File: src/rtl/dmem_access_pkg.sv
// Shared types for the memory-stage data-bus access unit: access kinds,
// bus request/response shapes and the access-unit state encoding.
package common;

  localparam int unsigned AW_C = 32;
  localparam int unsigned DW_C = 32;
  localparam int unsigned SW_C = DW_C / 8;

  typedef enum logic [3:0] {
    MEM_NONE = 4'd0,
    MEM_LB   = 4'd1,
    MEM_LBU  = 4'd2,
    MEM_LH   = 4'd3,
    MEM_LHU  = 4'd4,
    MEM_LW   = 4'd5,
    MEM_SB   = 4'd6,
    MEM_SH   = 4'd7,
    MEM_SW   = 4'd8
  } mem_t;

  typedef enum logic [2:0] {
    MSIZE_BYTE = 3'd0,
    MSIZE_HALF = 3'd1,
    MSIZE_WORD = 3'd2
  } msize_t;

  typedef enum logic [2:0] {
    ST_IDLE  = 3'd0,
    ST_ADDR  = 3'd1,
    ST_DATA  = 3'd2,
    ST_HOLD  = 3'd3,
    ST_DRAIN = 3'd4
  } dstate_t;

  typedef struct packed {
    logic            valid;
    logic [AW_C-1:0] addr;
    msize_t          size;
    logic [SW_C-1:0] strobe;
    logic [DW_C-1:0] data;
  } dbus_req_t;

  typedef struct packed {
    logic            addr_ok;
    logic            data_ok;
    logic [DW_C-1:0] data;
  } dbus_resp_t;

  function automatic logic is_load(mem_t t);
    logic r;
    case (t)
      MEM_LB, MEM_LBU, MEM_LH, MEM_LHU, MEM_LW: r = 1'b1;
      default:                                  r = 1'b0;
    endcase
    return r;
  endfunction

  function automatic logic is_store(mem_t t);
    logic r;
    case (t)
      MEM_SB, MEM_SH, MEM_SW: r = 1'b1;
      default:                r = 1'b0;
    endcase
    return r;
  endfunction

endpackage

File: src/rtl/dmem_access_store_align.sv
// Combinational request shaping: bus size, byte strobes, lane-replicated
// store data and misalignment detection from access type and address offset.
module store_align
  import common::*;
#(
  parameter int unsigned DW = 32
) (
  input  mem_t            mem_type,
  input  logic [1:0]      off,
  input  logic [DW-1:0]   wdata,
  output logic [2:0]      size,
  output logic [DW/8-1:0] strobe,
  output logic [DW-1:0]   data,
  output logic            misalign
);

  always_comb begin
    size     = MSIZE_BYTE;
    strobe   = '0;
    data     = '0;
    misalign = 1'b0;
    case (mem_type)
      MEM_LB, MEM_LBU: begin
        size = MSIZE_BYTE;
      end
      MEM_LH, MEM_LHU: begin
        size     = MSIZE_HALF;
        misalign = off[0];
      end
      MEM_LW: begin
        size     = MSIZE_WORD;
        misalign = |off;
      end
      MEM_SB: begin
        size   = MSIZE_BYTE;
        strobe = {{(DW/8-1){1'b0}}, 1'b1} << off;
        data   = {(DW/8){wdata[7:0]}};
      end
      MEM_SH: begin
        size     = MSIZE_HALF;
        misalign = off[0];
        strobe   = off[1] ? {{(DW/16){1'b1}}, {(DW/16){1'b0}}}
                          : {{(DW/16){1'b0}}, {(DW/16){1'b1}}};
        data     = {(DW/16){wdata[15:0]}};
      end
      MEM_SW: begin
        size     = MSIZE_WORD;
        misalign = |off;
        strobe   = {(DW/8){1'b1}};
        data     = wdata;
      end
      default: begin
        size = MSIZE_BYTE;
      end
    endcase
  end

endmodule

File: src/rtl/dmem_access.sv
// Memory-stage data-bus access unit: issues one bus request per load/store,
// runs the addr_ok/data_ok handshake and holds the raw result for extraction.
module dmem_access
  import common::*;
#(
  parameter int unsigned AW = 32,
  parameter int unsigned DW = 32
) (
  input  logic            clk,
  input  logic            reset,
  input  logic            req_valid,
  input  mem_t            req_type,
  input  logic [AW-1:0]   req_addr,
  input  logic [DW-1:0]   req_wdata,
  input  logic            mem_ready,
  input  logic            flush,
  output logic            dreq_valid,
  output logic [AW-1:0]   dreq_addr,
  output logic [2:0]      dreq_size,
  output logic [DW/8-1:0] dreq_strobe,
  output logic [DW-1:0]   dreq_data,
  input  logic            dresp_addr_ok,
  input  logic            dresp_data_ok,
  input  logic [DW-1:0]   dresp_data,
  output logic            stall,
  output logic            done,
  output logic [DW-1:0]   rdata_raw,
  output logic [1:0]      rd_offset,
  output mem_t            rd_type,
  output logic            misalign
);

  dstate_t       state_q, state_d;
  dbus_req_t     req_q, req_d;
  logic          kill_q, kill_d;
  logic [DW-1:0] rdata_q, rdata_d;
  logic [1:0]    off_q, off_d;
  mem_t          type_q, type_d;
  logic          kill_now;

  logic [2:0]      al_size;
  logic [DW/8-1:0] al_strobe;
  logic [DW-1:0]   al_data;
  logic            al_misalign;

  store_align #(.DW(DW)) u_store_align (
    .mem_type (req_type),
    .off      (req_addr[1:0]),
    .wdata    (req_wdata),
    .size     (al_size),
    .strobe   (al_strobe),
    .data     (al_data),
    .misalign (al_misalign)
  );

  // A flush in the current cycle counts as a kill alongside one seen earlier.
  always_comb begin
    state_d  = state_q;
    req_d    = req_q;
    kill_d   = kill_q;
    rdata_d  = rdata_q;
    off_d    = off_q;
    type_d   = type_q;
    stall    = 1'b0;
    misalign = 1'b0;
    kill_now = kill_q | flush;
    case (state_q)
      ST_IDLE: begin
        misalign = req_valid & al_misalign;
        if (req_valid && !flush && !al_misalign) begin
          stall   = 1'b1;
          req_d   = '{valid: 1'b1, addr: req_addr, size: msize_t'(al_size),
                      strobe: al_strobe, data: al_data};
          off_d   = req_addr[1:0];
          type_d  = req_type;
          kill_d  = 1'b0;
          state_d = ST_ADDR;
        end else begin
          state_d = ST_IDLE;
        end
      end
      ST_ADDR: begin
        stall  = req_valid;
        kill_d = kill_now;
        if (dresp_addr_ok) begin
          req_d.valid = 1'b0;
          if (dresp_data_ok) begin
            if (kill_now) begin
              state_d = ST_IDLE;
            end else begin
              rdata_d = dresp_data;
              state_d = ST_HOLD;
            end
          end else begin
            state_d = kill_now ? ST_DRAIN : ST_DATA;
          end
        end else begin
          state_d = ST_ADDR;
        end
      end
      ST_DATA: begin
        stall  = req_valid;
        kill_d = kill_now;
        if (dresp_data_ok) begin
          if (kill_now) begin
            state_d = ST_IDLE;
          end else begin
            rdata_d = dresp_data;
            state_d = ST_HOLD;
          end
        end else begin
          state_d = kill_now ? ST_DRAIN : ST_DATA;
        end
      end
      ST_HOLD: begin
        if (mem_ready || flush) begin
          state_d = ST_IDLE;
        end else begin
          state_d = ST_HOLD;
        end
      end
      ST_DRAIN: begin
        stall = req_valid;
        if (dresp_data_ok) begin
          state_d = ST_IDLE;
        end else begin
          state_d = ST_DRAIN;
        end
      end
      default: begin
        state_d = ST_IDLE;
      end
    endcase
  end

  // State, request and capture registers.
  always_ff @(posedge clk) begin
    if (reset) begin
      state_q <= ST_IDLE;
      req_q   <= '0;
      kill_q  <= 1'b0;
      rdata_q <= '0;
      off_q   <= 2'b00;
      type_q  <= MEM_NONE;
    end else begin
      state_q <= state_d;
      req_q   <= req_d;
      kill_q  <= kill_d;
      rdata_q <= rdata_d;
      off_q   <= off_d;
      type_q  <= type_d;
    end
  end

  assign dreq_valid  = req_q.valid;
  assign dreq_addr   = req_q.addr;
  assign dreq_size   = req_q.size;
  assign dreq_strobe = req_q.strobe;
  assign dreq_data   = req_q.data;
  assign done        = (state_q == ST_HOLD);
  assign rdata_raw   = rdata_q;
  assign rd_offset   = off_q;
  assign rd_type     = type_q;

endmodule

File: config.mk
export PLATFORM = sky130hd
export DESIGN_NAME = dmem_access
export DESIGN_NICKNAME = d
export VERILOG_FILES = /design/src/rtl/dmem_access_pkg.sv /design/src/rtl/dmem_access_store_align.sv /design/src/rtl/dmem_access.sv
export SDC_FILE = /design/constraint.sdc
export NUM_CORES = 1
export LEC_CHECK = 0
export CAP_MARGIN = 20
export CORE_MARGIN = 1.5
export CORE_UTILIZATION = 30
export CTS_CLUSTER_DIAMETER = 100
export DETAILED_ROUTE_END_ITERATION = 10
export GPL_ROUTABILITY_DRIVEN = 1
export GPL_TIMING_DRIVEN = 1
export PLACE_DENSITY = 0.59
export SLEW_MARGIN = 20
export SYNTH_ARGS = -nofsm -noshare
export SYNTH_HDL_FRONTEND = slang
export SYNTH_SLANG_ARGS = --single-unit
File: constraint.sdc
create_clock -name clk -period 2.2 [get_ports clk]
set_input_delay 0.22 -clock clk [delete_from_list [all_inputs] [get_ports clk]]
set_output_delay 0.22 -clock clk [all_outputs]
set_load 0.01 [all_outputs]
; ---- Word-level counts from Yosys, hierarchy flattened
; Index checks and enable logic that the tools add are counted.
[totals]
ff_bits = 114
in_bits = 107
output_inout_bits = 113
word_cells = 68
[op_classes]
n_eq_ne = 12
n_shift = 1
mux = 25
n_bitwise = 2
n_reduce_logical = 18
[op_table]
columns = operator, count
row1 = $mux W32, 3
row2 = $pmux W32 S3, 1
row3 = $mux W72, 1
row4 = $pmux W32 S2, 1
row5 = $eq A4 B3 Y1 const B, 4
row6 = $pmux W3 S5, 1
row7 = $mux W3, 4
row8 = $pmux W4 S3, 1
row9 = $pmux W1 S2, 4
row10 = $eq A3 B2 Y1 const B, 2
row11 = $reduce_and A2 Y1, 3
row12 = $reduce_bool A2 Y1, 3
row13 = $reduce_or A2 Y1, 3
row14 = $reduce_or A3 Y1, 2
row15 = $mux W1, 5
row16 = $eq A4 B2 Y1 const B, 1
row17 = $eq A4 B4 Y1 const B, 1
row18 = $mux W2, 2
row19 = $mux W4, 1
row20 = $ne A2 B2 Y1 const B, 2
row21 = $pmux W2 S2, 1
row22 = $shl A1 B2 Y4 const A, 1
row23 = $eq A3 B1 Y1 const B, 1
row24 = $eq A3 B3 Y1 const B, 1
row25 = 7 further kinds, 9

; ---- Longest topological paths before layout
[logic_depth]
word_depth = 7
depth_mapped = 8
mapped_depth_nobuf = 5

; ---- By module
; A second synthesis with hierarchy kept.
[unflattened]
cells_unflattened = 596
area_unflattened_um2 = 5221.3
[modules_own_cells]
columns = mod, n_inst, cells_each, area_each_um2, seq_area_each_um2
row1 = dmem_access, 1, 522, 4581.9, 2242.2
row2 = store_align, 1, 74, 639.4, 0.0

; ---- Least setup slack after synthesis
; No wires, ideal clock.
[synth_path]
kind = input-to-output
startpoint = input req_type[0]
endpoint = output stall
t_arrival_ns = 1.509
t_required_ns = 1.980
path_slack_ns = 0.471
cell_stages = 7
path_buffers = 2
cell_sequence = buf_2 > and3b_1 > o21ai_2 > a21oi_2 > buf_6 > or3_1 > a21oi_1
[synth_between]
elab_chain_cells = 7
elab_cells_between_ends = 12
classes_between = 5 x eq/ne / 3 x mux / 4 x reduce/logical
[synth_lines]
columns = item, line_no
row1 = "start, declared", dmem_access.sv:12  ; input mem_t req_type,
row2 = "$eq A4 B2 Y1, or another cell as far along", dmem_access_store_align.sv:22  ; case (mem_type)
row3 = $reduce_or A3 Y1 (no source line) or $reduce_or A2 Y1 (tied branches), -
row4 = $pmux W1 S2 *, dmem_access_store_align.sv:22
row5 = $logic_not A1 Y1 *, dmem_access.sv:70  ; if (req_valid && !flush && !al_misalign) begin
row6 = $logic_and A1 B1 Y1 *, dmem_access.sv:70
row7 = $mux W1 *, dmem_access.sv:70
row8 = $pmux W1 S2 *, dmem_access.sv:67  ; case (state_q)
row9 = "end, declared", dmem_access.sv:25  ; output logic stall,
; Every way passes the cells marked *; elsewhere a longest branch is shown, timed or not.

; ---- Worst setup path in the final report
[layout_path]
startpoint = register state_q[2]
endpoint = register req_q, in the netlist dreq_data[3]
[layout_between]
elab_chain_cells = 2
[layout_lines]
columns = item, line_no
row1 = "start, declared", dmem_access.sv:33  ; dstate_t state_q, state_d;
row2 = "start signal, assigned", dmem_access.sv:146  ; state_q <= state_d;
row3 = $logic_not A3 Y1, dmem_access.sv:67
row4 = $reduce_and A2 Y1 (no source line), -
row5 = "end signal, assigned", dmem_access.sv:147  ; req_q <= req_d;
row6 = "end, declared", dmem_access.sv:34  ; dbus_req_t req_q, req_d;
; No other way between the ends.
; A chain may end at the register's enable or synchronous reset.

==> flow_metrics.env <==
export IMPL_cts_setup_buffers=0
export IMPL_end_kind="flop"
export IMPL_final_period_utilization=0.9088
export IMPL_skew_ns=0.004640
export IMPL_status="finished clean"
export IMPL_synth_nets=668
export IMPL_clockBufferDepth=2
export IMPL_area_growth_pct=57.03
export IMPL_cts_tree="built"
export IMPL_cts_root_buf="clkbuf_16"
export IMPL_maxSlewViolCount=0
export IMPL_die_w_um=129.6
export IMPL_syn_inst=561
export IMPL_vias=4868
export IMPL_avgSynthCellArea_sq_um=8.569
export IMPL_min_path_type="primary input to flop"
export IMPL_grtUsageTotal=0.1836
export IMPL_yosys_register_bits=111
export IMPL_clk_pin_slew_worst_paths_ns=0.07
export IMPL_numPortBuffers=218
export IMPL_peakVddDrop_uv=391.3
export IMPL_final_util=0.4787
export IMPL_yosysSeqAreaShare=0.4623
export IMPL_arrival_ns=2.21
export IMPL_fin_nets=868
export IMPL_p_leak_nw=2.547
export IMPL_rows=46
export IMPL_viasPerCell=4.952
export IMPL_reg2reg_to="dreq_data[3]$_SDFFE_PP0P_"
export IMPL_relSlewSlack=0.5692
export IMPL_post_drt_wl_per_cell_um=16.04
export IMPL_synth_edf_count=0
export IMPL_start_util=0.3048
export IMPL_drive_gt1_frac=0.1188
export IMPL_start_kind="flop"
export IMPL_htreeDepth=3
export IMPL_cts_buffers=9
export IMPL_endpoint="dreq_data[3]$_SDFFE_PP0P_"
export IMPL_max_cap_violations=0
export IMPL_clock_sinks=111
export IMPL_cts_hold_fix_buffers=0
export IMPL_dp_hpwl_um=11420
export IMPL_rrSetupSlack_ns=0.20
export IMPL_timing_rr_start="state_q[2]$_SDFF_PP0_"
export IMPL_async_flop_share=0
export IMPL_gp_congestion=0.7994
export IMPL_synthTopCellsByCount="111 x dfxtp_1, 105 x a21oi_1, 79 x nand2_1"
export IMPL_routed_wl_um=15770
export IMPL_synth_most_common_cell="dfxtp_1"
export IMPL_fmax_ghz=0.5002
export IMPL_ff2ff_path_depth=5
export IMPL_grt_pass1_vias=4745
export IMPL_drt_iter0_markers=244
export IMPL_rsz0062_at_grt="false"
export IMPL_grt_max_degree=43
export IMPL_final_antenna_net_count=0
export IMPL_required_ns=2.41
export IMPL_drcViolationCount=0
export IMPL_critPathKind="flop to flop"
export IMPL_yosys_area_top_type="dfxtp_1"
export IMPL_drt_pass1_iter_count=5
export IMPL_finalHoldViolCount=0
export IMPL_clock_latency_ns=0.35
export IMPL_grt_antenna_before_repair=2
export IMPL_yosysTopAreaCellShare=0.4623
export IMPL_period_needed_ns=1.999
export IMPL_ys_warn_count=0
export IMPL_critPathMaxFanout=36
export IMPL_synthTopCellsByArea="dfxtp_1 46%, a21oi_1 11%, nand2_1 6.2%"
export IMPL_fin_total_pwr_mw=4.704
export IMPL_fp_dieH_um=129.6
export IMPL_fp_coreArea_sq_mm=0.01577
export IMPL_syn_area_sq_mm=0.004807
export IMPL_power_density_mw_per_mm2=623.2
export IMPL_yosysUniqueCellTypes=47
export IMPL_worstMarginPinSlew_ns=0.6462
export IMPL_io_pins=220
export IMPL_critPathLaunch="state_q[2]$_SDFF_PP0_"
export IMPL_dieArea_sq_mm=0.01679
export IMPL_synth_main_ff_cell="dfxtp_1"
export IMPL_grt_overflow_total=0
export IMPL_hold_start="reset"
export IMPL_setup_viol=0
export IMPL_grt_pass1_wl_um=24090
[layer usage]
metal	vias up	global-route usage	wire [um]
li1	2401	-	-
met1	2271	0.2138	6449
met2	180	0.3128	7697
met3	14	0.07556	1467
met4	2	0.04706	142
met5	-	0	12
[worst min-delay path by stage]
stage / endpoint / cells after the start
final: rdata_raw[24]$_SDFFE_PP0P_ / 2
after global routing: rdata_raw[17]$_SDFFE_PP0P_ / 2
after CTS: rdata_raw[28]$_SDFFE_PP0P_ / 2
after detailed placement: dreq_size[1]$_SDFFE_PP0P_ / 1
after global placement: dreq_size[1]$_SDFFE_PP0P_ / 1
after floorplan: state_q[2]$_SDFF_PP0_ / 1
[state kept, by name, summed over array words and instances, names as in the netlist]
register	cells
dreq_strobe	4
dreq_valid	1
kill_q	1
rd_type	4
dreq_addr	32
dreq_data	32
state_q	3
dreq_size	2
rdata_raw	32
[final cells by class]
cell class                      count  area [sq um]
Fill cell                        1528          8222
Timing Repair Buffer              248          2452
Multi-Input combinational cell    387          2290
Sequential cell                   111          2222
Tap cell                          216         270.3
Clock buffer                       10         229.0
Clock inverter                      6         67.56
Inverter                            4         15.01
Antenna cell                        1         2.502
[cell families after synthesis]
kind of cell / count (synthesis) / share of synthesized area
xor+xnor: 1 / 0.001822
compound gates: 220 / 0.2863
other cells: 1 / 0.0007801
simple gates: 156 / 0.1590
mux: 9 / 0.02082
buf+inv: 63 / 0.06897
flops: 111 / 0.4623
[stage by stage]
stage	cell area, sq um	TNS, ns	instances	setup WS [ns]	hold slack [ns]
2_1_floorplan	4807	0	561	0.4710	0.2993
3_3_place_gp	7233	-6.676	966	-0.3755	0.4384
3_5_place_dp	7233	-10.92	966	-0.4071	0.4413
4_1_cts	7536	-0.08614	982	-0.08614	0.2765
5_1_grt	7548	0	983	0.05937	0.2841
6_report	7548	0	983	0.2007	0.2857
[cell usage in the layout, fill, tap and decap left out, drive strengths merged, types with 3 or more instances in the layout]
cell	instances
dfxtp	111
nand2	79
a21oi	106
nor2b	3
nand4	8
a211oi	28
inv	6
nor3	4
mux2	8
nor3b	3
clkbuf	11
o21ai	50
nand3	37
buf	31
nor2	10
a31oi	5
clkdlybuf4s50	212
a22oi	24
[power by group]
part,switching [mW],total (mW),internal [mW]
Clock,0.778,1.67,0.891
Sequential,0.0532,2.15,2.10
Combinational,0.410,0.886,0.476
Total,1.24,4.70,3.46
[worst max-delay path, stage by stage (launching register included)]
cell,delay (ns)
dfxtp_1,0.41
nor3_4,0.26
nand3b_2,0.16
or2_4,0.31
nor2_8,0.50
o21ai_0,0.21
[timing repair]
action / CTS / global route
resized for setup: 5 / 6
hold endpoints to repair: 0 / 0
endpoints found under the setup margin: 2 / 17
pin swaps: 1 / 1
(Power assumes the default switching activity.)
